==> src/rtl/tlb_op_ctrl.sv <==
// tlb_op_ctrl: sequences privileged TLB instructions onto the TLB array ports
// Entry layout (89 bits): [88]=e [87:78]=asid [77]=g [76:71]=ps [70:52]=vppn [51:26]=page0 [25:0]=page1
module tlb_op_ctrl #(
    parameter int TLBNUM = 32,
    localparam int IW = $clog2(TLBNUM)
) (
    input  logic          clk,
    input  logic          rst,
    input  logic          i_op_valid,
    output logic          o_op_ready,
    input  logic [2:0]    i_op_code,
    input  logic [IW-1:0] i_op_index,
    input  logic [88:0]   i_op_entry,
    input  logic [4:0]    i_op_inv_op,
    input  logic [9:0]    i_op_inv_asid,
    input  logic [18:0]   i_op_inv_vpn,
    output logic          o_resp_valid,
    output logic          o_resp_found,
    output logic [IW-1:0] o_resp_index,
    output logic [88:0]   o_resp_entry,
    output logic          o_resp_err,
    input  logic          i_dmmu_fetch,
    input  logic [18:0]   i_dmmu_vppn,
    input  logic          i_dmmu_odd_page,
    input  logic [9:0]    i_dmmu_asid,
    output logic          o_dmmu_stall,
    output logic          o_s1_fetch,
    output logic [18:0]   o_s1_vppn,
    output logic          o_s1_odd_page,
    output logic [9:0]    o_s1_asid,
    input  logic          i_s1_found,
    input  logic [IW-1:0] i_s1_index,
    output logic          o_we,
    output logic [IW-1:0] o_w_index,
    output logic [88:0]   o_write_port,
    output logic [IW-1:0] o_r_index,
    input  logic [88:0]   i_read_port,
    output logic          o_inv_en,
    output logic [4:0]    o_inv_op,
    output logic [9:0]    o_inv_asid,
    output logic [18:0]   o_inv_vpn
);
    typedef enum logic [2:0] {S_IDLE, S_SRCH, S_SRCH_WAIT, S_RD, S_WR, S_INV, S_RESP} state_t;
    state_t        r_state, w_next;
    logic [2:0]    r_code;
    logic [IW-1:0] r_index, r_fill, r_fill_smp, r_resp_index;
    logic [88:0]   r_entry, r_resp_entry;
    logic [4:0]    r_inv_op;
    logic [9:0]    r_inv_asid;
    logic [18:0]   r_inv_vpn;
    logic          r_resp_found, r_resp_err;
    logic          w_accept, w_srch;
    logic [IW-1:0] w_windex;

    assign w_accept = i_op_valid && r_state == S_IDLE;
    assign w_srch   = r_state == S_SRCH;
    assign w_windex = r_code == 3'd3 ? r_fill_smp : r_index;

    // state register, operand latch, replacement counter and response registers
    always_ff @(posedge clk) begin
        if (rst) begin
            r_state      <= S_IDLE;
            r_code       <= '0;
            r_index      <= '0;
            r_entry      <= '0;
            r_inv_op     <= '0;
            r_inv_asid   <= '0;
            r_inv_vpn    <= '0;
            r_fill       <= '0;
            r_fill_smp   <= '0;
            r_resp_found <= 1'b0;
            r_resp_index <= '0;
            r_resp_entry <= '0;
            r_resp_err   <= 1'b0;
        end else begin
            r_state <= w_next;
            r_fill  <= r_fill == IW'(TLBNUM - 1) ? '0 : r_fill + 1'b1;
            if (w_accept) begin
                r_code       <= i_op_code;
                r_index      <= i_op_index;
                r_entry      <= i_op_entry;
                r_inv_op     <= i_op_inv_op;
                r_inv_asid   <= i_op_inv_asid;
                r_inv_vpn    <= i_op_inv_vpn;
                r_fill_smp   <= r_fill;
                r_resp_found <= 1'b0;
                r_resp_index <= '0;
                r_resp_entry <= '0;
                r_resp_err   <= i_op_code > 3'd4;
            end
            if (r_state == S_SRCH_WAIT) begin
                r_resp_found <= i_s1_found;
                r_resp_index <= i_s1_found ? i_s1_index : '0;
            end
            if (r_state == S_RD)
                r_resp_entry <= i_read_port;
            if (r_state == S_WR)
                r_resp_index <= w_windex;
            if (r_state == S_INV)
                r_resp_err <= r_inv_op > 5'd6;
        end
    end

    // next-state: every op funnels through RESP back to IDLE
    always_comb begin
        w_next = r_state;
        case (r_state)
            S_IDLE:      if (i_op_valid)
                             w_next = i_op_code == 3'd0 ? S_SRCH :
                                      i_op_code == 3'd1 ? S_RD :
                                      i_op_code == 3'd2 || i_op_code == 3'd3 ? S_WR :
                                      i_op_code == 3'd4 ? S_INV : S_RESP;
            S_SRCH:      w_next = S_SRCH_WAIT;
            S_RESP:      w_next = S_IDLE;
            default:     w_next = S_RESP;
        endcase
    end

    assign o_op_ready    = r_state == S_IDLE;
    assign o_resp_valid  = r_state == S_RESP;
    assign o_resp_found  = r_resp_found;
    assign o_resp_index  = r_resp_index;
    assign o_resp_entry  = r_resp_entry;
    assign o_resp_err    = r_resp_err;
    assign o_dmmu_stall  = w_srch || r_state == S_SRCH_WAIT;
    assign o_s1_fetch    = w_srch ? 1'b1 : r_state == S_SRCH_WAIT ? 1'b0 : i_dmmu_fetch;
    assign o_s1_vppn     = w_srch ? r_entry[70:52] : i_dmmu_vppn;
    assign o_s1_asid     = w_srch ? r_entry[87:78] : i_dmmu_asid;
    assign o_s1_odd_page = w_srch ? 1'b0 : i_dmmu_odd_page;
    assign o_we          = r_state == S_WR;
    assign o_w_index     = w_windex;
    assign o_write_port  = r_entry;
    assign o_r_index     = r_index;
    assign o_inv_en      = r_state == S_INV && r_inv_op <= 5'd6;
    assign o_inv_op      = r_inv_op;
    assign o_inv_asid    = r_inv_asid;
    assign o_inv_vpn     = r_inv_vpn;
endmodule

==> config.mk <==
export PLATFORM = sky130hd
export DESIGN_NAME = tlb_op_ctrl
export DESIGN_NICKNAME = d
export VERILOG_FILES = /design/src/rtl/tlb_op_ctrl.sv
export SDC_FILE = /design/constraint.sdc
export NUM_CORES = 1
export LEC_CHECK = 0
export BUFFER_PORTS_ARGS = -buffer_cell sky130_fd_sc_hd__buf_4
export CAP_MARGIN = 0
export CORE_AREA = 8 8 198 200
export CTS_CLUSTER_DIAMETER = 60
export DETAILED_ROUTE_END_ITERATION = 12
export DIE_AREA = 0 0 206 208
export PLACE_DENSITY = 0.66
export SLEW_MARGIN = 0
export SYNTH_ARGS = -nofsm -noshare
export SYNTH_HDL_FRONTEND = slang
export SYNTH_SLANG_ARGS = --single-unit
==> constraint.sdc <==
create_clock -name clk -period 1.3 [get_ports clk]
set_input_delay 0.065 -clock clk [delete_from_list [all_inputs] [get_ports clk]]
set_output_delay 0.065 -clock clk [all_outputs]
set_load 0.05 [all_outputs]
# Word level (Yosys, flattened, before mapping)
# Cells that the tools add are included.
classes:
  n_addsub: 1
  multipliers: 0
  div_mod_pow: 0
  order_cmp: 3
  n_eq_ne: 13
  n_shift: 0
  n_mux: 22
  bitwise: 0
  n_reduce_logical: 11
op_table:
  columns: ["operator", "count"]
  rows:
  - ["$mux 89", 2]
  - ["$mux 5", 5]
  - ["$mux 19", 1]
  - ["$eq 3x2->1 const B", 5]
  - ["$eq 3x3->1 const B", 4]
  - ["$mux 10", 1]
  - ["$mux 3", 3]
  - ["$pmux 3 s3", 1]
  - ["$mux 1", 7]
  - ["$eq 3x1->1 const B", 2]
  - ["$logic_not 3->1", 2]
  - ["$reduce_bool 2->1", 3]
  - ["$add 5x1->5 const B", 1]
  - ["$eq 5x5->1 const B", 1]
  - ["$gt 5x3->1 const B", 1]
  - ["$le 5x3->1 const B", 1]
  - ["$mux 2", 2]
  - ["$gt 3x3->1 const B", 1]
  - ["$reduce_bool 3->1", 1]
  - ["$logic_and 1x1->1", 2]
  - ["$logic_or 1x1->1", 2]
  - ["$ne 2x2->1 const B", 1]
  - ["$reduce_or 2->1", 1]
totals:
  regBits: 240
  latch_bits: 0
  ram_bits: 0
  rom_bits: 0
  in_bits: 260
  word_cells: 63
  n_memories: 0

# Depth between registers and ports, before layout
# Gate-level depths: netlist of run 1.
logic_depth:
  ltp_word: 7
  ltp_mapped: 7
  depth_no_buf: 4

# Worst setup path before layout of run 1
# No wires, ideal clock.
synth_timing:
  kind: "reg-to-reg"
  startpoint: "reg r_state[0]"
  endpoint: "reg r_resp_err, in the netlist o_resp_err"
  t_arrival_ns: 2.389
  slack_ns: -1.307
  path_stages_with_launch: 5
  n_path_buf: 1
  path_cell_list: "dfxtp_1 clkbuf_1 nand3b_1 nor4_1 a311oi_2"
synth_between:
  elab_chain_len: 3
  elab_cells_between_ends: 5
  classes_between: "1 x eq/ne; 1 x mux; 3 x reduce/logical"
synth_rtl:
  columns: ["element", "line", "rtl"]
  rows:
  - ["from (decl)", "44", "state_t r_state, w_next;"]
  - ["from (signal assigned)", "76", "r_state <= w_next;"]
  - ["$logic_not 3->1", "55", "assign w_accept = i_op_valid && r_state == S_IDLE;"]
  - ["$logic_and 1x1->1", "55", null]
  - ["$reduce_bool 2->1 (no source line)", null, null]
  - ["to (signal assigned)", "89", "r_resp_err <= i_op_code > 3'd4;"]
  - ["to (signal assigned)", "100", "r_resp_err <= r_inv_op > 5'd6;"]
  - ["to (decl)", "51", "logic r_resp_found, r_resp_err;"]
# Several ways; a longest one is shown, not always the timed one.
# A chain may end at the register's enable or synchronous reset.

# Final worst setup path of run 1
layout_timing:
  startpoint: "reg r_state[1]"
  endpoint: "out o_s1_fetch"
layout_between:
  elab_chain_len: 3
  elab_cells_between_ends: 4
  classes_between: "2 x eq/ne; 2 x mux"
layout_rtl:
  columns: ["element", "line", "rtl"]
  rows:
  - ["$eq 3x2->1", "126", "assign o_s1_fetch = w_srch ? 1'b1 : r_state == S_SRCH_WAIT ? 1'b0 : i_dmmu_fetch;"]
  - ["$mux 1", "126", null]
  - ["$mux 1 *", "126", null]
  - ["to (decl)", "27", "output logic o_s1_fetch,"]
# Mark *: on every way between the ends. The rest lies on a longest branch, timed or not.

==> results of run 1 <==
power breakdown:
group	internal, mW	switching, mW
clock	4.96	3.32
combinational	3.50	4.16
sequential	7.73	0.429
kinds of logic (layout without fill, tap and decap cells):
logic type | count (synthesis) | after routing | share of synthesized area (%)
muxes | 35 | 35 | 4.101
AOI/OAI and AO/OA | 244 | 244 | 13.59
other | 0 | 2 | 0
buffers and inverters | 99 | 949 | 7.792
adders and majority gates | 2 | 2 | 0.2645
xor gates and xnor gates | 2 | 2 | 0.1852
and+or+nand+nor | 512 | 513 | 23.27
DFF | 240 | 240 | 50.80
cell type report:
type | instances | area, um2
Fill cell | 2571 | 14380
Timing Repair Buffer | 900 | 8733
Multi-Input combinational cell | 796 | 6599
Sequential cell | 240 | 4825
Clock buffer | 38 | 809.5
Tap cell | 468 | 585.6
Clock inverter | 11 | 151.4
Antenna cell | 2 | 5.005
layer usage:
metal | vias up | track usage (%)
li1 | 5488 | -
met1 | 5871 | 21.64
met2 | 617 | 35.83
met3 | 169 | 5.811
met4 | 0 | 11.14
met5 | - | 0
registers in the layout, summed over array words and instances, names as in the netlist, 3 cells and up:
register,cells
o_write_port,89
r_fill,5
r_fill_smp,5
o_inv_vpn,19
o_r_index,5
o_inv_op,5
r_code,3
r_state,3
o_resp_entry,89
o_resp_index,5
o_inv_asid,10
metrics by stage:
step | worst slack (ns) | area [um2] | instances | total power, mW | setup TNS [ns]
floorplan | -0.2612 | 10230 | 1134 | 11.16 | -34.14
detailed placement | -0.3006 | 14700 | 2099 | 12.80 | -59.78
global placement | -0.2864 | 14700 | 2099 | 12.76 | -55.78
CTS | -0.7517 | 19010 | 2409 | 22.40 | -130.64
global route | -0.7799 | 21710 | 2454 | 24.85 | -144.81
finish | -0.7293 | 21710 | 2455 | 24.10 | -134.72
placed cells by master (no fill, tap or decap), types with 2 or more instances in the layout:
| cell | Yosys | layout |
|---|---|---|
| clkinv_2 | 0 | 2 |
| a211oi_1 | 2 | 2 |
| nor2_4 | 0 | 2 |
| and3_1 | 2 | 2 |
| mux2i_1 | 5 | 5 |
| dlygate4sd3_1 | 0 | 227 |
| bufinv_16 | 0 | 3 |
| nand3b_1 | 3 | 3 |
| a21oi_2 | 0 | 207 |
| a21oi_1 | 231 | 23 |
| inv_6 | 0 | 4 |
| a311oi_1 | 5 | 5 |
| nand3_2 | 0 | 50 |
| buf_12 | 0 | 38 |
| nand3_4 | 0 | 39 |
| clkbuf_8 | 5 | 5 |
| and2_4 | 0 | 2 |
| nor3b_2 | 0 | 2 |
| buf_8 | 0 | 16 |
| nor4bb_1 | 10 | 10 |
| dfxtp_1 | 240 | 228 |
| clkbuf_1 | 31 | 4 |
| buf_4 | 7 | 534 |
| and3b_2 | 0 | 2 |
| buf_16 | 0 | 16 |
| nand2_4 | 0 | 119 |
| or4b_4 | 1 | 2 |
| nand2_1 | 384 | 245 |
| diode_2 | 0 | 2 |
| dfxtp_4 | 0 | 2 |
| mux2_4 | 0 | 29 |
| nor3_1 | 4 | 3 |
| clkbuf_16 | 0 | 46 |
| dfxtp_2 | 0 | 10 |
| buf_6 | 35 | 52 |
| ha_2 | 0 | 2 |
| nand2_2 | 0 | 20 |
path summary, 6_finish.rpt:
| kind | start | to | slack, ns | cells after the start |
|---|---|---|---|---|
| setup / recovery | r_state[1]$_SDFFE_PP0P_ | o_s1_fetch | -0.73 | 5 |
| setup reg to reg | r_state[2]$_SDFFE_PP0P_ | o_resp_entry[76]$_SDFFE_PP0P_ | -0.56 | 7 |
| hold / removal | i_op_valid | r_state[2]$_SDFFE_PP0P_ | 0.09 | 5 |
| hold reg to reg | o_resp_entry[67]$_SDFFE_PP0P_ | o_resp_entry[67]$_SDFFE_PP0P_ | 0.46 | 2 |
worst max-delay path, cell delays in order (launching register included):
cell and delay (ns):
dfxtp_4 0.38, buf_6 0.14, buf_12 0.11, or3b_4 0.41, a21o_4 0.23, buf_8 0.14
timing repair:
action / 4_1_cts / 5_1_grt
endpoints found under the setup margin: 277 / 281
cloned: 18 / 27
gates resized for setup: 139 / 502
hold endpoints to repair: 229 / 0
hold buffers: 227 / 0
pin swaps: 57 / 152
setup buffers: 16 / 22
==> metrics.yaml, run 1 <==
layout:
  utilization_pct: 60.16
  syn_to_final_growth_pct: 129.5
  drive_above_1_share_pct: 61.41
  nets: 2228
critical_path:
  path_class: "register to primary output"
  critPathCaptureType: "primary output"
  start_kind: "register"
  cp_max_fo: 6
  cp.required_ns: 1.24
  crit_arrival_ns: 1.96
logic_synthesis:
  avgSynthCellArea_um2: 8.340
  synth_top_area_cell: "dfxtp_1"
  ys_types: 39
  yosysWarnings: 0
  ys_seq_area_share_pct: 50.80
  synth.ff_latch_count: 240
  yosys-top-cells-count: "nand2_1 (384), dfxtp_1 (240), a21oi_1 (231)"
  synth-async-reset-ratio_pct: 0
  syn-instance-count: 1134
  yosysTopAreaCellShare_pct: 50.80
  synth_most_common_cell: "nand2_1"
  syn-cell-area_um2: 9458
  synth_edf_count: 0
  synthFlopType: "dfxtp_1"
  synth_nets: 1396
  synth_area_leaders: "dfxtp_1 (51%), nand2_1 (15%), a21oi_1 (12%)"
timing:
  finalCritPeriodShare_pct: 156.1
  min_period_ns: 2.029
  setup_viol: 282
  timing.final.hold_violations: 0
  worst_slack_ns: -0.7293
  finClkSkew_ns: 0.01616
  max_slew_margin_pct: 70.67
  max_clock_freq_mhz: 492.8
  whs_ns: 0.08721
  drv_slew: 0
  grt_setup_unrepaired: "yes"
  worst_pin_slew_ns: 0.4400
power:
  p_leak_nw: 8.957
  ir_worst_vdd_mv: 0.9374
  power_density_nw_per_um2: 1110
placement:
  numPortBuffers: 524
  hpwlAfterDp_mm: 29.18
  routabilityCongestion: 0.7989
clock_tree:
  clk_pin_slew_worst_paths_ns: 0.05
  cts-root-buf: "clkbuf_16"
  clockBufferDepth: 3
  clock_latency_ns: 0.55
  htreeDepth: 1
  cts_inserted_buffers: 28
  cts_sinks: 240
  cts_tree: "built"
die:
  fp.dieH_um: 208
  core_um2: 36080
  initial_utilization_pct: 26.21
  die_x_um: 206
  row_count: 70
  dieArea_um2: 42850
  io_pins: 525
global_route:
  antenna_found_initial: 1
  grt_pass1_vias: 12380
  overflow: 0
  grt_usage_pct: 20.41
  grt_first_pass_wirelength_mm: 70.12
  grt_max_degree: 40
hold_path:
  hp-class: "primary input to register"
run_status:
  status: "complete, but fails checks"
  violations: "negative setup slack"
routing:
  wl_met3_mm: 4.285
  route.met2.wl_mm: 28.09
  wl_mm: 55.00
  drt_pass1_iterations: 5
  wl_met1_mm: 19.86
  drtIter0Drc: 445
  final_antenna_net_count: 0
  dr.max_layer_used: "met4"
  drc: 0
  drt-wirelength-per-cell_um: 22.40
  vias: 12150
  vias_per_cell: 4.947
flow_run:
  drv_cap: 0
Note: power is estimated with default switching activity, not from simulation.
==> inputs of run 2 (changes only) <==
--- a/config.mk
+++ b/config.mk
@@ -7,11 +7,13 @@
 export LEC_CHECK = 0
 export BUFFER_PORTS_ARGS = -buffer_cell sky130_fd_sc_hd__buf_4
 export CAP_MARGIN = 0
-export CORE_AREA = 8 8 198 200
+export CORE_ASPECT_RATIO = 0.6
+export CORE_MARGIN = 8
+export CORE_UTILIZATION = 30
 export CTS_CLUSTER_DIAMETER = 60
 export DETAILED_ROUTE_END_ITERATION = 12
-export DIE_AREA = 0 0 206 208
-export PLACE_DENSITY = 0.66
+export GPL_ROUTABILITY_DRIVEN = 0
+export PLACE_DENSITY = 0.72
 export SLEW_MARGIN = 0
 export SYNTH_ARGS = -nofsm -noshare
 export SYNTH_HDL_FRONTEND = slang
==> run 2 against run 1 <==
Compared with the run above:
- the flow still finishes with violations (negative setup slack)
- largest power group is now combinational logic
- flip-flop and latch count is the same
- cell count shrank 0.29%
- utilization up 15 points
- maximum frequency is 0.45% lower
- sequential power about the same
- clock power shrank 3.0%
==> metrics.yaml, run 2 (synthesis gave the netlist of run 1 again) <==
run_status:
  status: "complete, but fails checks"  # unchanged
  violations: "negative setup slack"  # unchanged
clock_tree:
  cts_tree: "built"  # unchanged
  cts-root-buf: "clkbuf_16"  # unchanged
  clk_pin_slew_worst_paths_ns: 0.08  # was 0.05 ns
  cts_sinks: 240  # unchanged
  clockBufferDepth: 3  # unchanged
  cts_inserted_buffers: 24  # was 28
  clock_latency_ns: 0.54  # was 0.55 ns
  htreeDepth: 1  # unchanged
placement:
  dp_slack_ns: -0.3276  # was -0.3006 ns
  dpl.cell_count: 2050  # was 2099
  hpwlAfterDp_mm: 29.13  # was 29.18 mm
  numPortBuffers: 524  # unchanged
global_route:
  grt_max_degree: 64  # was 40
  grt_usage_pct: 28.35  # was 20.41%
  antenna_found_initial: 5  # was 1
  grt_pass1_vias: 13680  # was 12380
  overflow: 0  # unchanged
  grt_first_pass_wirelength_mm: 84.64  # was 70.12 mm
routing:
  drt_pass1_iterations: 5  # unchanged
  vias_per_cell: 5.284  # was 4.947
  drt-wirelength-per-cell_um: 25.63  # was 22.40 um
  drtIter0Drc: 659  # was 445
  drc: 0  # unchanged
  wl_mm: 62.74  # was 55.00 mm
  final_antenna_net_count: 0  # unchanged
  vias: 12940  # was 12150
die:
  die_x_um: 245.2  # was 206 um
  core_um2: 31090  # was 36080 um2
  fp.dieH_um: 153.5  # was 208 um
  initial_utilization_pct: 30.42  # was 26.21%
  dieArea_um2: 37650  # was 42850 um2
  io_pins: 525  # unchanged
  row_count: 50  # was 70
critical_path:
  cp_max_fo: 6  # unchanged
  crit_arrival_ns: 1.97  # was 1.96 ns
  critPathCaptureType: "primary output"  # unchanged
  slowest_delay_ns: 0.37  # was 0.41 ns
  start_kind: "register"  # unchanged
  critPathBufInv: 3  # unchanged
  path_cells: "nor2_4 > and2_4 > buf_4 > buf_8 > mux2_4 > buf_6"  # was buf_6 > buf_12 > or3b_4 > a21o_4 > buf_8
  path_class: "register to primary output"  # unchanged
  cp.required_ns: 1.24  # about the same
  critPathSlowestCell: "dfxtp_4"  # was or3b_4
  crit_family: "buffers and inverters"  # was simple AND/OR/NAND/NOR gates
layout:
  mostFrequentLayoutCells: "buf_4 (532), dfxtp_1 (229), dlygate4sd3_1 (227)"  # was buf_4 (534), nand2_1 (245), dfxtp_1 (228)
  nets: 2271  # was 2228
  utilization_pct: 74.83  # was 60.16%
  regArea_um2: 4826  # was 4825 um2
  layout_commonest_cell: "buf_4"  # unchanged
  layoutNonFillerInstCount: 2448  # was 2455
  drive_above_1_share_pct: 67.04  # was 61.41%
  multi_input_area_um2: 7353  # was 6599 um2
  syn_to_final_growth_pct: 146.0  # was 129.5%
  nFillCells: 1743  # was 2571
power:
  total_power_mw: 24.97  # was 24.10 mW
  p_leak_nw: 9.724  # was 8.957 nW
  ir_worst_vdd_mv: 0.9334  # was 0.9374 mV
  power_density_nw_per_um2: 1073  # was 1110 nW/um2
timing:
  timing.final.hold_violations: 0  # unchanged
  worst_pin_slew_ns: 0.4745  # was 0.4400 ns
  finClkSkew_ns: 0.01231  # was 0.01616 ns
  finalSetupTns_ns: -147.18  # was -134.72 ns
  min_period_ns: 2.038  # was 2.029 ns
  drv_slew: 0  # unchanged
  max_clock_freq_mhz: 490.6  # was 492.8 MHz
  max_slew_margin_pct: 68.37  # was 70.67%
  finalCritPeriodShare_pct: 156.8  # was 156.1%
  worst_slack_ns: -0.7384  # was -0.7293 ns
  setup_viol: 291  # was 282
  grt_setup_unrepaired: "yes"  # unchanged
hold_path:
  hp-class: "primary input to register"  # unchanged
flow_run:
  drv_cap: 0  # unchanged
## run 2: changes by cell type in the layout (fill, tap and decap cells not counted), sizes merged
cell / delta
inv: -4
bufinv: +1
clkbuf: -19
or4b: -1
clkinv: +1
buf: +63
clkinvlp: +1
diode: +3
## run 2: what timing repair did
action | in CTS | in global routing
pin swaps | 226 | 150
hold buffers | 227 | 0
setup buffers | 63 | 34
hold endpoints to repair | 229 | 0
cloned | 55 | 2
gates resized for setup | 520 | 407
endpoints found under the setup margin | 274 | 288
## run 2: stage by stage
step                      hold WS (ns)  instance area [um2]
after floorplan                 0.1430                10230
after global placement          0.3156                14700
after detailed placement        0.3237                14700
after CTS                      0.05519                21730
after global routing           0.06263                23270
final                          0.07011                23270
## run 2: final timing paths
| path | depth (start not counted) | endpoint | startpoint | slack, ns |
|---|---|---|---|---|
| setup / recovery | 6 | o_s1_vppn[11] | r_state[1]$_SDFFE_PP0P_ | -0.74 |
| hold / removal | 4 | o_resp_index[0]$_SDFFE_PP0P_ | i_s1_found | 0.07 |
| setup reg to reg | 8 | o_resp_entry[14]$_SDFFE_PP0P_ | r_state[0]$_SDFFE_PP0P_ | -0.62 |
| hold reg to reg | 2 | o_resp_entry[61]$_SDFFE_PP0P_ | o_resp_entry[61]$_SDFFE_PP0P_ | 0.47 |
## run 2: area by class of cell
| class | instances | share of cell area, % |
|---|---|---|
| flip-flops and latches | 240 | 20.74 |
| clock inverters | 10 | 0.6668 |
| diodes | 5 | 0.05378 |
| multi-input cells | 795 | 31.61 |
| well taps | 416 | 2.237 |
| repair buffers | 948 | 41.56 |
| clock buffers | 34 | 3.135 |
## run 2: where the power goes
group / switching [mW] / internal (mW)
clock: 3.33 / 4.71
combinational: 4.68 / 4.08
sequential: 0.456 / 7.72
## run 2: per-layer routing
metal	share of wire (%)	GRT usage, %	up-vias	wire (um)
met5	0	0	-	0
met4	5.2	10.66	0	3238
met3	6.8	6.488	230	4294
met2	51	50.24	677	31750
met1	37	32.99	6441	23460
li1	-	-	5587	-
## run 2: worst reg2reg max path, delay by kind of cell (launching register included)
kind,cells,cell delay [ns]
buffers and inverters,5,0.71
and+or+nand+nor,2,0.65
DFF,1,0.37
AOI/OAI and AO/OA,1,0.07
==> inputs of run 3 (changes only) <==
--- a/config.mk
+++ b/config.mk
@@ -5,15 +5,16 @@
 export SDC_FILE = /design/constraint.sdc
 export NUM_CORES = 1
 export LEC_CHECK = 0
-export BUFFER_PORTS_ARGS = -buffer_cell sky130_fd_sc_hd__buf_4
 export CAP_MARGIN = 0
 export CORE_ASPECT_RATIO = 0.6
 export CORE_MARGIN = 8
 export CORE_UTILIZATION = 30
 export CTS_CLUSTER_DIAMETER = 60
 export DETAILED_ROUTE_END_ITERATION = 12
+export DONT_BUFFER_PORTS = 1
 export GPL_ROUTABILITY_DRIVEN = 0
-export PLACE_DENSITY = 0.72
+export GPL_TIMING_DRIVEN = 1
+export PLACE_DENSITY = 0.57
 export SLEW_MARGIN = 0
 export SYNTH_ARGS = -nofsm -noshare
 export SYNTH_HDL_FRONTEND = slang
==> run 3 against run 2 <==
Compared with the run above:
- the run ends with negative hold slack, negative setup slack left
- via count decreased by 27%
- global-route usage decreased by 9.5 points
- wire length decreased by 38%
- flip-flop and latch count unchanged
- utilization decreased by 25 points
- maximum frequency increased by 1.9%
- cell area decreased by 34%
- sequential power decreased by 2%
- worst setup slack improved by 0.039 ns
- critical path depth unchanged
- die area unchanged
- critical path type unchanged
- critical endpoint is now o_s1_asid[1]
- highest routed layer unchanged
==> metrics.yaml, run 3 (synthesis gave the netlist of run 1 again) <==
timing:
  finalCritPeriodShare_pct: 153.8  # was 156.8%
  grt_setup_unrepaired: "yes"  # unchanged
  finClkSkew_ns: 0.007081  # was 0.01231 ns
  worst_pin_slew_ns: 0.9288  # was 0.4745 ns
  max_slew_margin_pct: 38.08  # was 68.37%
  drv_slew: 0  # unchanged
  whs_ns: -0.3616  # was 0.07011 ns
  max_clock_freq_mhz: 500.1  # was 490.6 MHz
  min_period_ns: 2.000  # was 2.038 ns
  worst_slack_ns: -0.6995  # was -0.7384 ns
  timing.final.hold_violations: 219  # was 0
  setup_viol: 276  # was 291
routing:
  drt-wirelength-per-cell_um: 20.76  # was 25.63 um
  drtIter0Drc: 428  # was 659
  wl_mm: 39.07  # was 62.74 mm
  vias: 9430  # was 12940
  final_antenna_net_count: 0  # unchanged
  vias_per_cell: 5.011  # was 5.284
  drc: 0  # unchanged
  drt_pass1_iterations: 5  # unchanged
layout:
  syn_to_final_growth_pct: 63.45  # was 146.0%
  nets: 1712  # was 2271
  mostFrequentLayoutCells: "nand2_1 (289), buf_4 (271), dfxtp_1 (231)"  # was buf_4 (532), dfxtp_1 (229), dlygate4sd3_1 (227)
  drive_above_1_share_pct: 47.37  # was 67.04%
  utilization_pct: 49.72  # was 74.83%
  layout_commonest_cell: "nand2_1"  # was buf_4
flow_run:
  drv_cap: 0  # unchanged
clock_tree:
  clockBufferDepth: 3  # unchanged
  clock_latency_ns: 0.53  # was 0.54 ns
  cts_inserted_buffers: 25  # was 24
  clk_pin_slew_worst_paths_ns: 0.06  # was 0.08 ns
  cts_tree: "built"  # unchanged
  htreeDepth: 1  # unchanged
  cts_sinks: 240  # unchanged
  cts-root-buf: "clkbuf_16"  # unchanged
critical_path:
  critPathBufInv: 3  # unchanged
  cp.required_ns: 1.24  # about the same
  ff2ff_path_depth: 7  # was 8
  cp_max_fo: 6  # unchanged
  slowest_delay_ns: 0.40  # was 0.37 ns
  timing.rr.end: "o_write_port[41]$_SDFFE_PP0P_"  # was o_resp_entry[14]$_SDFFE_PP0P_
  crit_family: "multiplexers"  # was buffers and inverters
  critPathCaptureType: "primary output"  # unchanged
  path_cells: "buf_6 > nor2_4 > and2_4 > buf_12 > buf_12 > mux2_4"  # was nor2_4 > and2_4 > buf_4 > buf_8 > mux2_4 > buf_6
  reg2reg_from: "r_state[0]$_SDFFE_PP0P_"  # unchanged
  crit_arrival_ns: 1.93  # was 1.97 ns
  critPathSlowestCell: "mux2_4"  # was dfxtp_4
  rrSetupSlack_ns: -0.58  # was -0.62 ns
  start_kind: "register"  # unchanged
  crit_top_cell: "buf_12"
  path_class: "register to primary output"  # unchanged
global_route:
  grt_usage_pct: 18.84  # was 28.35%
  grt_max_degree: 241  # was 64
  overflow: 0  # unchanged
  antenna_found_initial: 1  # was 5
  grt_first_pass_wirelength_mm: 57.06  # was 84.64 mm
  grt_pass1_vias: 9328  # was 13680
power:
  p_leak_nw: 6.090  # was 9.724 nW
  total_power_mw: 20.43  # was 24.97 mW
  power_density_nw_per_um2: 1321  # was 1073 nW/um2
  ir_worst_vdd_mv: 1.097  # was 0.9334 mV
hold_path:
  whs_endpoint: "o_write_port[11]$_SDFFE_PP0P_"  # was o_resp_index[0]$_SDFFE_PP0P_
  min_from: "rst"  # was i_s1_found
  worstHoldPathCells: 1  # was 4
  hp-class: "primary input to register"  # unchanged
die:
  row_count: 50  # unchanged
  core_um2: 31090  # unchanged
  io_pins: 525  # unchanged
  fp.dieH_um: 153.5  # unchanged
  die_x_um: 245.2  # unchanged
  initial_utilization_pct: 30.42  # unchanged
  dieArea_um2: 37650  # unchanged
run_status:
  violations: "negative hold slack, negative setup slack"  # was negative setup slack
  status: "complete, but fails checks"  # unchanged
placement:
  numPortBuffers: 0  # was 524
  hpwlAfterDp_mm: 26.67  # was 29.13 mm
[run 3: changes by cell type in the layout (fill, tap and decap cells not counted), moves of 11 or more]
cell,before,now
dlygate4sd3_1,227,22
buf_8,22,11
buf_12,55,41
a21oi_2,224,41
buf_6,68,14
nand3_4,61,6
nand2_4,166,14
nand2_1,177,289
a21oi_1,3,190
nand3_2,28,83
buf_4,532,271
nand2_2,41,81
buf_16,42,27
[run 3: worst reg2reg max path, cell delays in order, from the launching register on]
cell     delay, ns
dfxtp_4       0.35
buf_4         0.14
or4b_4        0.64
buf_12        0.21
buf_12        0.14
buf_16        0.13
nand2_2       0.06
a21oi_1       0.06
[run 3: worst max-delay path by stage]
stage / startpoint / end / slack, ns / cells after the start
after floorplan: r_state[1]$_SDFFE_PP0P_ / o_resp_err$_SDFFE_PP0P_ / -0.26 / 4
after global placement: r_state[0]$_SDFFE_PP0P_ / o_write_port[48]$_SDFFE_PP0P_ / -0.23 / 6
after detailed placement: r_state[0]$_SDFFE_PP0P_ / o_write_port[48]$_SDFFE_PP0P_ / -0.29 / 6
after CTS: r_state[1]$_SDFFE_PP0P_ / o_s1_asid[1] / -0.68 / 6
after global routing: r_state[1]$_SDFFE_PP0P_ / o_s1_asid[1] / -0.75 / 6
final: r_state[1]$_SDFFE_PP0P_ / o_s1_asid[1] / -0.70 / 6
[run 3: through the flow]
stage | std cells | setup TNS [ns] | worst slack [ns] | hold slack [ns] | instance area [um2]
2_1_floorplan | 1134 | -34.14 | -0.2612 | 0.1430 | 10230
3_3_place_gp | 1754 | -46.35 | -0.2284 | 0.1495 | 12580
3_5_place_dp | 1754 | -53.50 | -0.2869 | 0.1485 | 12580
4_1_cts | 1856 | -132.99 | -0.6826 | -0.4026 | 14930
5_1_grt | 1882 | -149.09 | -0.7528 | -0.4110 | 15460
6_report | 1882 | -140.83 | -0.6995 | -0.3616 | 15460
[run 3: timing repair]
action / 4_1_cts / 5_1_grt
cloned: 26 / 2
endpoints found under the hold margin: 240 / 240
endpoints found under the setup margin: 274 / 279
hold buffers: 9 / 13
pin swaps: 24 / 5
buffers inserted: 25 / 15
resized for setup: 142 / 92
[run 3: cell type report]
class,instances,area [um2]
multi-input cells,795,5109
diodes,1,2.502
well taps,416,520.5
clock inverters,9,98.84
flip-flops and latches,240,4821
repair buffers,388,4192
fillers,2783,15630
clock buffers,33,715.7
[run 3: routing by layer]
metal  global-route usage (%)  wire (um)  up-vias  share of wire [%]
met5                        0          0        -                  0
met4                    4.470        744        0                1.9
met3                    5.190       2962       56                7.6
met2                    31.82      19350      330                 50
met1                    23.60      16010     4615                 41
li1                         -          -     4429                  -
[run 3: where the power goes]
group / internal (mW) / switching [mW]
registers: 7.73 / 0.277
logic: 2.12 / 3.12
clock network: 4.24 / 2.95
